--- src/rtl/demux1to3_buf.sv ---
// demux1to3_buf: steers one WIDTH-bit stream into three buffered destination
// channels (counter, accumulator, output). Select 2'b11 discards the word and
// raises a sticky error flag.
// Optional build macro DEMUX_ERR_CNT_EN adds an 8-bit saturating discard
// counter on port err_cnt.
module demux1to3_buf #(
    parameter int WIDTH = 16,
    parameter int DEPTH = 2,
    parameter int AW    = 1
) (
    input  logic             clk,
    input  logic             rst,
    input  logic             in_valid,
    output logic             in_ready,
    input  logic [WIDTH-1:0] in_data,
    input  logic [1:0]       in_sel,
    output logic [WIDTH-1:0] out0_data,
    output logic [WIDTH-1:0] out1_data,
    output logic [WIDTH-1:0] out2_data,
    output logic [2:0]       out_valid,
    input  logic [2:0]       out_ready,
    output logic             err_flag
`ifdef DEMUX_ERR_CNT_EN
    ,
    output logic [7:0]       err_cnt
`endif
);

    localparam logic [AW:0] FULL_CNT = (AW+1)'(DEPTH);

    // Storage is reset as well so the head outputs are never X after reset
    // and a reset leaves no stale words behind.
    logic [WIDTH-1:0] mem  [3][DEPTH];
    logic [AW-1:0]    wptr [3];
    logic [AW-1:0]    rptr [3];
    logic [AW:0]      cnt  [3];

    logic [2:0] full;
    logic [2:0] push;
    logic [2:0] pop;
    logic       discard;

    assign full[0]   = (cnt[0] == FULL_CNT);
    assign full[1]   = (cnt[1] == FULL_CNT);
    assign full[2]   = (cnt[2] == FULL_CNT);
    assign out_valid = {(cnt[2] != '0), (cnt[1] != '0), (cnt[0] != '0)};
    assign pop       = out_valid & out_ready;

    assign out0_data = mem[0][rptr[0]];
    assign out1_data = mem[1][rptr[1]];
    assign out2_data = mem[2][rptr[2]];

    // Input acceptance: ready depends only on the selected FIFO's fill level,
    // never on out_ready, so no combinational path runs from output to input.
    always_comb begin
        in_ready = 1'b1;
        push     = 3'b000;
        discard  = 1'b0;
        case (in_sel)
            2'b00:   in_ready = !full[0];
            2'b01:   in_ready = !full[1];
            2'b10:   in_ready = !full[2];
            default: in_ready = 1'b1;
        endcase
        if (in_valid) begin
            case (in_sel)
                2'b00:   push[0] = !full[0];
                2'b01:   push[1] = !full[1];
                2'b10:   push[2] = !full[2];
                default: discard = 1'b1;
            endcase
        end
    end

    // Per-channel FIFO pointers, counts and storage.
    always_ff @(posedge clk or posedge rst) begin
        if (rst) begin
            for (int c = 0; c < 3; c++) begin
                wptr[c] <= '0;
                rptr[c] <= '0;
                cnt[c]  <= '0;
                for (int e = 0; e < DEPTH; e++) begin
                    mem[c][e] <= '0;
                end
            end
        end else begin
            for (int c = 0; c < 3; c++) begin
                if (push[c]) begin
                    mem[c][wptr[c]] <= in_data;
                    wptr[c]         <= wptr[c] + 1'b1;
                end
                if (pop[c]) begin
                    rptr[c] <= rptr[c] + 1'b1;
                end
                case ({push[c], pop[c]})
                    2'b10:   cnt[c] <= cnt[c] + 1'b1;
                    2'b01:   cnt[c] <= cnt[c] - 1'b1;
                    default: cnt[c] <= cnt[c];
                endcase
            end
        end
    end

    // Sticky discard indicator.
    always_ff @(posedge clk or posedge rst) begin
        if (rst) begin
            err_flag <= 1'b0;
        end else if (discard) begin
            err_flag <= 1'b1;
        end
    end

`ifdef DEMUX_ERR_CNT_EN
    // Saturating count of discarded words.
    always_ff @(posedge clk or posedge rst) begin
        if (rst) begin
            err_cnt <= 8'h00;
        end else if (discard && (err_cnt != 8'hFF)) begin
            err_cnt <= err_cnt + 8'h01;
        end
    end
`endif

endmodule

--- config.mk ---
export PLATFORM = sky130hd
export DESIGN_NAME = demux1to3_buf
export DESIGN_NICKNAME = d
export VERILOG_FILES = /design/src/rtl/demux1to3_buf.sv
export SDC_FILE = /design/constraint.sdc
export NUM_CORES = 1
export LEC_CHECK = 0
export BUFFER_PORTS_ARGS = -buffer_cell sky130_fd_sc_hd__buf_2
export CAP_MARGIN = 10
export CELL_PAD_IN_SITES_DETAIL_PLACEMENT = 0
export CELL_PAD_IN_SITES_GLOBAL_PLACEMENT = 1
export CORE_ASPECT_RATIO = 1.4
export CORE_MARGIN = 5
export CORE_UTILIZATION = 42
export CTS_CLUSTER_SIZE = 40
export DETAILED_ROUTE_END_ITERATION = 10
export HOLD_SLACK_MARGIN = 0.02
export PLACE_DENSITY_LB_ADDON = 0.1
export SLEW_MARGIN = 5
export SYNTH_ARGS = -nofsm -noshare
export SYNTH_HDL_FRONTEND = slang
export SYNTH_SLANG_ARGS = --single-unit
--- constraint.sdc ---
create_clock -name clk -period 3.5 [get_ports clk]
set_input_delay 0.525 -clock clk [delete_from_list [all_inputs] [get_ports clk]]
set_output_delay 0.525 -clock clk [all_outputs]
set_load 0.02 [all_outputs]
=== Word-level counts from Yosys, hierarchy flattened ===
Index checks and enable logic that the tools add are counted.

* Bits in registers: 109
* Input bits: 24
* Output and inout port bits: 53
* Logic and storage cells: 97

* Add/subtract/negate cells: 12
* Magnitude comparators: 9
* Equality and inequality tests: 11
* Muxes and demuxes: 28
* Bitwise operators: 7
* Reduce and logical (&&, ||, !) cells: 14

{| class="wikitable"
|+ Operators with widths
! kind !! number
|-
| $mux W16 || 12
|-
| $bwmux W32 || 3
|-
| $demux W16 S1 || 3
|-
| $eq A2 B2 Y1 const B || 7
|-
| $ge A2 B2 Y1 const B || 6
|-
| $not A1 Y2 || 6
|-
| $pmux W2 S2 || 3
|-
| $reduce_bool A2 Y1 || 6
|-
| $eq A2 B1 Y1 const B || 4
|-
| $add A1 B1 Y1 const B || 6
|-
| $add A2 B1 Y2 const B || 3
|-
| $lt A2 B1 Y1 const B || 3
|-
| $sub A2 B1 Y2 const B || 3
|-
| $mux W1 || 5
|-
| $and A3 B3 Y3 || 1
|-
| $logic_and A1 B1 Y1 || 3
|-
| $logic_not A1 Y1 || 3
|-
| $mux W3 || 1
|-
| $pmux W1 S3 || 1
|-
| $reduce_or A3 Y1 || 1
|-
| $logic_not A2 Y1 || 1
|}

=== Longest topological paths before layout ===
Gate-level depths: netlist of run 1.

* Depth after elaboration: 6
* Mapped depth: 6
* Depth with buffers taken out: 6

=== Worst setup path after synthesis of run 1 ===
Ideal clock, no wire load.

* Path kind: reg2out
* From: register rptr[2] in the netlist's numbering
* To: output out0_data[0]
* Arrival time: 1.377 ns
* Required time: 2.975 ns
* Setup slack: 1.598 ns
* Cell stages (with the launch flop): 4
* Buffers on the path: 2
* Cell sequence: dfrtp_1 > clkbuf_1 > buf_1 > mux2_2

* Cells in the longest elaborated chain, start to end: 4

{| class="wikitable"
|+ Ends and longest elaborated chain
! element !! line !! source
|-
| start: declaration || 35 || <nowiki>logic [AW-1:0] rptr [3];</nowiki>
|-
| start signal: indexed assignment || 93 || <nowiki>rptr[c] <= rptr[c] + 1'b1;</nowiki>
|-
| $not A1 Y2 (implied by the code) || 49 || <nowiki>assign out0_data = mem[0][rptr[0]];</nowiki>
|-
| $mux W16 (implied by the code) (3 in series) || 49 ||
|-
| end: declaration || 17 || <nowiki>output logic [WIDTH-1:0] out0_data,</nowiki>
|}

No other way between the ends. The select of a mux whose other input is x is not followed.

=== Worst setup path in the final report of run 1 ===
* From: register rptr[2] in the netlist's numbering
* To: output out0_data[11]

The elaborated chain is that of the path after synthesis.

==> flow_metrics.tcl, run 1 <==
set metrics [dict create \
    hp-class "input port to async pin" \
    drive_above_1_share_pct 62.1 \
    clock.fmax_ghz 0.410 \
    grt_pass1_vias 3050 \
    cp.arrival_ns 1.91 \
    startpoint_type "flip-flop" \
    post_cts_buffers 0 \
    cts_tree "yes" \
    drv_cap 0 \
    layout_min_cycle_time_ns 2.44 \
    grt_max_degree 71 \
    ant_nets 0 \
    async_flop_share_pct 100 \
    critPathMaxFanout 17 \
    nets 421 \
    status "finished clean" \
    place_area_mm2 0.00541 \
    final_common_cell "mux2_2" \
    place_worst_setup_slack_ns 1.22 \
    crit_type "flip-flop to primary output" \
    hold_viol 0 \
    synthTopCellsByArea "dfrtp_1, mux2_2, mux2_4, xnor2_1, xor2_1" \
    die_h_um 137 \
    worstMarginPinSlew_ns 0.963 \
    root_buffer "clkbuf_16" \
    grt_pass1_wl_um 16400 \
    ys_ff_latch 109 \
    rrSetupSlack_ns 1.58 \
    worst_slack_ns 1.06 \
    coreArea_mm2 0.0113 \
    drt_first_pass_iters 4 \
    regToRegEndpoint "mem[41]" \
    yosysTopAreaCell "dfrtp_1" \
    final_cell_mix "mux2_2, dfrtp_1, buf_2" \
    antennaDiodeCount 0 \
    remaining_drc_errors 0 \
    maxSlewViolCount 0 \
    avgSynthCellArea_um2 15.4 \
    dp_hpwl_um 6640 \
    netlist_area_mm2 0.00488 \
    synth_edf_count 0 \
    vias 2797 \
    drt_wl_total_um 10000 \
    cts_buffer_depth 2 \
    clk_transition_reported_paths_ns 0.07 \
    fin_skew_ns 0.00816 \
    vias_per_cell 5.16 \
    period_share_pct 69.6 \
    clock_latency_ns 0.34 \
    drt_iter0_markers 45 \
    rows 46 \
    htreeDepth 3 \
    setup_viol 0 \
    ys.flop_type "dfrtp_1" \
    die_w_um 101 \
    numCtsBuffers 9 \
    grt_usage_pct 15.6 \
    regToRegStartpoint "cnt[3]" \
    rsz0062_at_grt "false" \
    yosysUniqueCellTypes 32 \
    hold_buffers 0 \
    critPathRequiredTime_ns 2.97 \
    io_pins 77 \
    yosysSeqAreaShare_pct 55.9 \
    power.density_mw_per_mm2 1030 \
    die-area_mm2 0.0139 \
    slew_headroom_pct 35.6 \
    synth_nets 344 \
    final_area_mm2 0.00572 \
    routedWlPerCell_um 18.4 \
    start_util_pct 43.0 \
    ys_warn_count 0 \
    cts_sinks 109 \
    nFillCells 1031 \
    port_buffers 76 \
    area_growth_pct 17.3 \
    place.gp.congestion 0.685 \
    p_leak_nw 2.61 \
    netlist_instances 317 \
    r2r_cells 3 \
    tns_ns 0 \
    end_kind "primary output" \
    grt_overflow_total 0 \
    synth.top_cell.area_share_pct 55.9 \
    ctsResizeCount 0 \
    grt_antenna_before_repair 0 \
    irDropWorstVdd_mv 0.489 \
]
## logic make-up (layout without fill, tap and decap cells)
family | after synthesis | in the layout | share of synthesized area [%]
and+or+nand+nor | 27 | 27 | 4.11
AOI/OAI and AO/OA | 3 | 3 | 0.488
adders and majority gates | 3 | 3 | 0.770
buffers and inverters | 16 | 97 | 1.98
xor gates and xnor gates | 15 | 15 | 2.69
muxes | 144 | 144 | 34.0
DFF | 109 | 109 | 55.9
## cell type report
type | instances | area, um2 | share of cell area [%]
sequential | 109 | 2730 | 47.7
multi-input combinational | 192 | 2060 | 36.1
timing repair buffer | 80 | 423 | 7.39
clock buffer | 11 | 243 | 4.24
tap | 144 | 180 | 3.15
clock inverter | 4 | 72.6 | 1.27
inverter | 2 | 10.0 | 0.175
## power by group
group / internal [W] / total, W / switching, W
Combinational: 0.00129 / 0.00249 / 0.00120
Clock: 0.000642 / 0.00109 / 0.000443
Sequential: 0.00188 / 0.00234 / 0.000454
## how the worst max path moves through the flow
stage,from,endpoint,slack (ns),cells past startpoint
6_report,rptr[2],out0_data[11],1.06,2
2_1_floorplan,rst,cnt[0],0.10,1
3_5_place_dp,in_sel[0],mem[7],1.22,4
4_1_cts,rptr[1],out1_data[11],1.01,2
5_1_grt,rptr[2],out0_data[11],0.98,2
3_3_place_gp,in_sel[0],mem[7],1.25,4
## sequential cells by signal, indices dropped and copies added (netlist names)
signal,cells
wptr,3
err_flag,1
cnt,6
rptr,3
mem,96
## per-stage QoR
stage / utilization [%] / std cells / total power, W / hold WS, ns
3_5_place_dp: 47.7 / 527 / 0.00490 / 0.458
5_1_grt: 50.5 / 542 / 0.00629 / 0.454
4_1_cts: 50.5 / 542 / 0.00601 / 0.406
2_1_floorplan: - / 317 / 0.00413 / 0.448
3_3_place_gp: 47.7 / 527 / 0.00484 / 0.452
6_report: 50.5 / 542 / 0.00591 / 0.369
## synthesized netlist by cell type (all sizes together) (3+ instances only)
master,count
buf,10
dfrtp,109
and2,3
nand2b,3
xor2,6
or2,3
nor2,4
clkbuf,4
ha,3
xnor2,9
nand2,3
mux2,144
## worst max-delay path, stage by stage, from the launching register on
cell,delay (ns)
dfrtp_1,0.96
mux2_2,0.44
buf_2,0.17
## metal layers
layer	track usage [%]	vias up	share of wire, %
met4	6.50	0	1.5
met5	0	-	0
met3	2.68	11	3.6
met2	26.1	53	53
li1	-	1280	-
met1	19.8	1453	42
Power figures use the tool's default switching activity.
==> run 2, diff against run 1 <==
--- a/config.mk
+++ b/config.mk
@@ -11,7 +11,7 @@
 export CELL_PAD_IN_SITES_GLOBAL_PLACEMENT = 1
 export CORE_ASPECT_RATIO = 1.4
 export CORE_MARGIN = 5
-export CORE_UTILIZATION = 42
+export CORE_UTILIZATION = 47
 export CTS_CLUSTER_SIZE = 40
 export DETAILED_ROUTE_END_ITERATION = 10
 export HOLD_SLACK_MARGIN = 0.02
==> constraint.sdc (replaced) <==
create_clock -name clk -period 2.45 [get_ports clk]
set_input_delay 0.3675 -clock clk [delete_from_list [all_inputs] [get_ports clk]]
set_output_delay 0.3675 -clock clk [all_outputs]
set_load 0.02 [all_outputs]
==> run 2 against run 1 <==
  * Clock power is 50% higher
  * Worst setup slack got worse by 0.65 ns
  * Final cell count is 0.18% higher
  * Design area up 1.5%
  * Combinational power is 51% higher
  * Register-to-register slack worse by 0.96 ns
  * Non-clock buffer count increased by 6
  * Sequential cell count stayed put
  * Power grew 46%
  * Critical path type unchanged
  * Critical endpoint is now out1_data[11]
==> flow_metrics.tcl, run 2 (synthesis results as in run 1) <==
set metrics [dict create \
    antennaDiodeCount 0 \
    power.density_mw_per_mm2 1480 \
    drt_first_pass_iters 4 \
    rows 44 \
    grt_usage_pct 16.7 \
    port_buffers 76 \
    start_util_pct 47.4 \
    grt_pass1_vias 3070 \
    setup_viol 0 \
    rsz0062_at_grt "false" \
    drv_cap 0 \
    die_w_um 96.1 \
    nets 427 \
    drt_iter0_markers 33 \
    io_pins 77 \
    remaining_drc_errors 0 \
    ctsResizeCount 0 \
    clock.fmax_ghz 0.492 \
    dp_hpwl_um 6420 \
    die-area_mm2 0.0125 \
    htreeDepth 3 \
    post_cts_buffers 0 \
    status "finished clean" \
    root_buffer "clkbuf_16" \
    worstMarginPinSlew_ns 0.562 \
    drive_above_1_share_pct 62.5 \
    layout_min_cycle_time_ns 2.03 \
    routedWlPerCell_um 17.6 \
    cts_tree "yes" \
    final_common_cell "mux2_2" \
    cts_buffer_depth 2 \
    place.gp.congestion 0.713 \
    critPathMaxFanout 10 \
    drt_wl_total_um 9550 \
    end_kind "primary output" \
    area_growth_pct 19.0 \
    startpoint_type "flip-flop" \
    slew_headroom_pct 62.5 \
    hold_viol 0 \
    reg_top3 "mem (96), cnt (6)" \
    final_util_pct 56.4 \
    vias_per_cell 5.14 \
    numCtsBuffers 9 \
    tns_ns 0 \
    grt_antenna_before_repair 0 \
    top_register "mem" \
    final_cell_mix "mux2_2, dfrtp_1, buf_2" \
    cts_sinks 109 \
    coreArea_mm2 0.0103 \
    nFillCells 926 \
    ant_nets 0 \
    largest_reg_flops 96 \
    hold_buffers 0 \
    clock_latency_ns 0.34 \
    vias 2792 \
    fin_skew_ns 0.00214 \
    crit_type "flip-flop to primary output" \
    die_h_um 131 \
    maxSlewViolCount 0 \
    grt_overflow_total 0 \
    grt_max_degree 110 \
    cp.arrival_ns 1.67 \
    clk_transition_reported_paths_ns 0.07 \
    p_leak_nw 2.66 \
    period_share_pct 83.0 \
    irDropWorstVdd_mv 0.658 \
    critPathRequiredTime_ns 2.08 \
    grt_pass1_wl_um 15700 \
    hp-class "input port to async pin" \
]
run 2: cell types whose count changed in the layout (fill, tap and decap cells not counted):
cell / before / now
buf_12: 1 / 3
buf_4: 3 / 7
bufinv_16: 2 / 3
clkbuf_1: 1 / 2
inv_4: 1 / 0
nor3_2: 0 / 1
nor3_4: 2 / 1
run 2: final timing paths:
check,startpoint,end,slack (ns),cells after the start
max,rptr[1],out1_data[11],0.42,3
min in group clk,in_data[10],mem[26],0.32,2
max reg2reg,cnt[3],cnt[3],0.62,5
max in group asynchronous,rst,rptr[1],1.85,3
min reg2reg,err_flag,err_flag,0.48,1
min,rst,mem[70],0.20,3
run 2: layer usage:
| metal | track usage (%) | up-vias | wire (um) |
|---|---|---|---|
| li1 | - | 1286 | - |
| met1 | 21.4 | 1445 | 4160 |
| met2 | 28.0 | 50 | 4880 |
| met3 | 2.75 | 11 | 329 |
| met4 | 7.04 | 0 | 179 |
| met5 | 0 | - | 0 |
run 2: final cells by class:
type	count	area, um2	area share [%]
clock buffers	12	246	4.25
inverters	2	11.3	0.194
multi-input cells	192	2060	35.5
repair buffers	86	493	8.49
well taps	138	173	2.97
clock inverters	4	95.1	1.64
flip-flops and latches	109	2730	47.0
run 2: worst max-delay path, stage by stage, from the launching register on:
cell	delay, ns
dfrtp_1	0.60
buf_12	0.20
mux2_2	0.36
buf_2	0.17
run 2: metrics by stage:
| step | total power [W] | cells | setup slack [ns] | instance area (um2) | hold WS [ns] |
|---|---|---|---|---|---|
| 2_1_floorplan | 0.00590 | 317 | 0.705 | 4880 | 0.448 |
| 3_3_place_gp | 0.00698 | 527 | 0.578 | 5460 | 0.465 |
| 3_5_place_dp | 0.00707 | 527 | 0.534 | 5460 | 0.479 |
| 4_1_cts | 0.00875 | 543 | 0.380 | 5800 | 0.221 |
| 5_1_grt | 0.00916 | 543 | 0.336 | 5800 | 0.251 |
| 6_report | 0.00862 | 543 | 0.416 | 5800 | 0.202 |
run 2: power breakdown:
part | internal [W] | switching, W
Sequential | 0.00270 | 0.000514
Clock | 0.00103 | 0.000615
Combinational | 0.00192 | 0.00185
Total | 0.00564 | 0.00298
==> run 3, diff against run 2 <==
--- a/config.mk
+++ b/config.mk
@@ -5,13 +5,14 @@
 export SDC_FILE = /design/constraint.sdc
 export NUM_CORES = 1
 export LEC_CHECK = 0
+export ABC_AREA = 1
 export BUFFER_PORTS_ARGS = -buffer_cell sky130_fd_sc_hd__buf_2
 export CAP_MARGIN = 10
 export CELL_PAD_IN_SITES_DETAIL_PLACEMENT = 0
 export CELL_PAD_IN_SITES_GLOBAL_PLACEMENT = 1
 export CORE_ASPECT_RATIO = 1.4
 export CORE_MARGIN = 5
-export CORE_UTILIZATION = 47
+export CORE_UTILIZATION = 42
 export CTS_CLUSTER_SIZE = 40
 export DETAILED_ROUTE_END_ITERATION = 10
 export HOLD_SLACK_MARGIN = 0.02
==> constraint.sdc (replaced) <==
create_clock -name clk -period 2.11 [get_ports clk]
set_input_delay 0.3165 -clock clk [delete_from_list [all_inputs] [get_ports clk]]
set_output_delay 0.3165 -clock clk [all_outputs]
set_load 0.02 [all_outputs]
==> run 3 against run 2 <==
  * First-iteration DRC count grew to 8.7 times the previous value
  * Register-to-register slack got worse by 0.09 ns
  * Clock power grew 7%
  * Critical path depth rose by 1
  * Global-route usage rose by 4.5 points
  * Via count up 67%
  * Non-clock buffer count rose by 9
  * Combinational power rose by 17%
  * Wire length increased by 62%
  * Critical path type unchanged
  * Largest cell class unchanged
==> flow_metrics.tcl, run 3 <==
set metrics [dict create \
    status "finished clean" \
    rows 48 \
    htreeDepth 3 \
    rsz0062_at_grt "false" \
    ys.flop_type "dfrtp_1" \
    drt_wl_total_um 15500 \
    p_leak_nw 3.40 \
    vias 4670 \
    coreArea_mm2 0.0124 \
    dp.cells 869 \
    grt_pass1_wl_um 25300 \
    synth_nets 693 \
    port_buffers 76 \
    slew_headroom_pct 61.5 \
    yosysMostFrequentCell "nand2_1" \
    layout.cells.non_filler 886 \
    ys_warn_count 0 \
    synthTopCellsByArea "dfrtp_1, nand2_1, nand4_1, nand3_1, nand4_4" \
    cts_sinks 109 \
    power_frac_comb_pct 45.2 \
    die_h_um 143 \
    die_w_um 105 \
    async_flop_share_pct 100 \
    synth_edf_count 0 \
    yosysSeqAreaShare_pct 51.3 \
    area_growth_pct 14.7 \
    pwr-share-seq_pct 36.8 \
    fin_skew_ns 0.00645 \
    final_common_cell "nand2_1" \
    critPathMaxFanout 17 \
    yosysTopAreaCell "dfrtp_1" \
    place.gp.congestion 0.787 \
    end_kind "primary output" \
    power.density_mw_per_mm2 1600 \
    post_cts_buffers 0 \
    grt_antenna_before_repair 0 \
    grt_overflow_total 0 \
    cts_buffer_depth 2 \
    p_sw_w 0.00432 \
    root_buffer "clkbuf_16" \
    ant_nets 0 \
    hold_viol 0 \
    layout_min_cycle_time_ns 1.92 \
    synth.top_cell.area_share_pct 51.3 \
    largest_reg_flops 96 \
    final_cell_mix "nand2_1, dfrtp_1, buf_2" \
    clock_latency_ns 0.34 \
    swShare_pct 44.4 \
    drt_first_pass_iters 6 \
    grt_pass1_vias 4706 \
    cp.arrival_ns 1.60 \
    nets 758 \
    start_util_pct 43.0 \
    worstMarginPinSlew_ns 0.573 \
    vias_per_cell 5.27 \
    crit_type "flip-flop to primary output" \
    reg_top3 "mem (96), cnt (6)" \
    numCtsBuffers 9 \
    antennaDiodeCount 0 \
    ys_ff_latch 109 \
    nFillCells 1271 \
    dp_hpwl_um 10400 \
    netlist_area_mm2 0.00532 \
    top_register "mem" \
    drt_iter0_markers 287 \
    cts_tree "yes" \
    clock.fmax_ghz 0.521 \
    startpoint_type "flip-flop" \
    grt_usage_pct 21.2 \
    die-area_mm2 0.0150 \
    p_clk_share_pct 18.0 \
    maxSlewViolCount 0 \
    yosysUniqueCellTypes 24 \
    irDropWorstVdd_mv 0.643 \
    setup_viol 0 \
    routedWlPerCell_um 17.5 \
    drv_cap 0 \
    drive_above_1_share_pct 16.7 \
    grt_max_degree 56 \
    io_pins 77 \
    p_int_w 0.00542 \
    avgSynthCellArea_um2 7.98 \
    tns_ns 0 \
    synth_common_cells "nand2_1, dfrtp_1, nand4_1, nand3_1, inv_1" \
    clk_transition_reported_paths_ns 0.07 \
    hp-class "input port to flip-flop" \
    remaining_drc_errors 0 \
    period_share_pct 91.0 \
    critPathRequiredTime_ns 1.79 \
    netlist_instances 666 \
]
[run 3: cell types whose count changed in the layout (fill, tap and decap cells not counted), sizes merged, moves of 8 or more]
cell   previous run  this run
buf              86        94
nand2             3       362
inv               1        19
nand4             1        70
mux2            144         0
nand3             1        35
[run 3: worst paths after layout]
check                           cells after the start            to    startpoint  slack [ns]
worst max-delay path                                4  out1_data[7]       rptr[1]        0.19
worst min-delay path                                3       rptr[0]  out_ready[2]        0.26
worst max register to register                      9        cnt[5]        cnt[4]        0.53
worst min register to register                      1      err_flag      err_flag        0.47
max in group asynchronous                           4       wptr[2]           rst        0.91
min in group asynchronous                           3       mem[37]           rst        0.55
[run 3: cells by family (layout without fill, tap and decap cells)]
group,count (synthesis),count (layout),synth area share [%]
compound gates,2,2,0.259
flops,109,109,51.3
buf+inv,67,137,6.80
fa+ha+maj,3,3,0.706
xor+xnor,9,9,1.48
simple gates,476,476,39.4
[run 3: layout make-up]
cell class | instances | area (um2) | share of cell area [%]
Inverter | 26 | 101 | 1.66
Timing Repair Buffer | 95 | 551 | 9.03
Sequential cell | 109 | 2730 | 44.7
Clock inverter | 3 | 43.8 | 0.718
Tap cell | 150 | 188 | 3.08
Multi-Input combinational cell | 490 | 2230 | 36.5
Clock buffer | 13 | 260 | 4.27
[run 3: repair_timing]
item,CTS,global route
hold endpoints to repair,18,0
hold buffers,1,0
gates resized for setup,0,0
[run 3: metrics by stage]
step	hold WS [ns]	power [W]	cell area, um2	setup slack (ns)	util, %
3_3_place_gp	0.371	0.00797	5780	0.490	46.7
2_1_floorplan	0.449	0.00661	5320	0.478	-
6_report	0.258	0.00974	6100	0.191	49.3
3_5_place_dp	0.380	0.00808	5780	0.451	46.7
4_1_cts	0.245	0.00985	6100	0.127	49.3
5_1_grt	0.267	0.0105	6100	0.0365	49.3
[run 3: power groups by stage]
stage / sequential, W / combinational [W] / clock (W)
final: 0.00358 / 0.00441 / 0.00175
after global routing: 0.00370 / 0.00495 / 0.00189
after CTS: 0.00358 / 0.00448 / 0.00178
after detailed placement: 0.00361 / 0.00447 / 0
after global placement: 0.00358 / 0.00439 / 0
after floorplan: 0.00343 / 0.00318 / 0
[run 3: per-layer routing]
metal / GRT usage [%] / vias to the layer above / share of wire, %
met5: 0 / - / 0
met4: 5.52 / 0 / 1.5
met3: 3.66 / 13 / 5.6
met2: 36.8 / 125 / 50
met1: 27.5 / 2266 / 43
li1: - / 2266 / -
[run 3: worst max-delay path: stages (launching register included)]
cell and delay, ns:
dfrtp_1 0.37, clkinv_1 0.45, nand2_1 0.22, nand2_1 0.07
buf_2 0.16
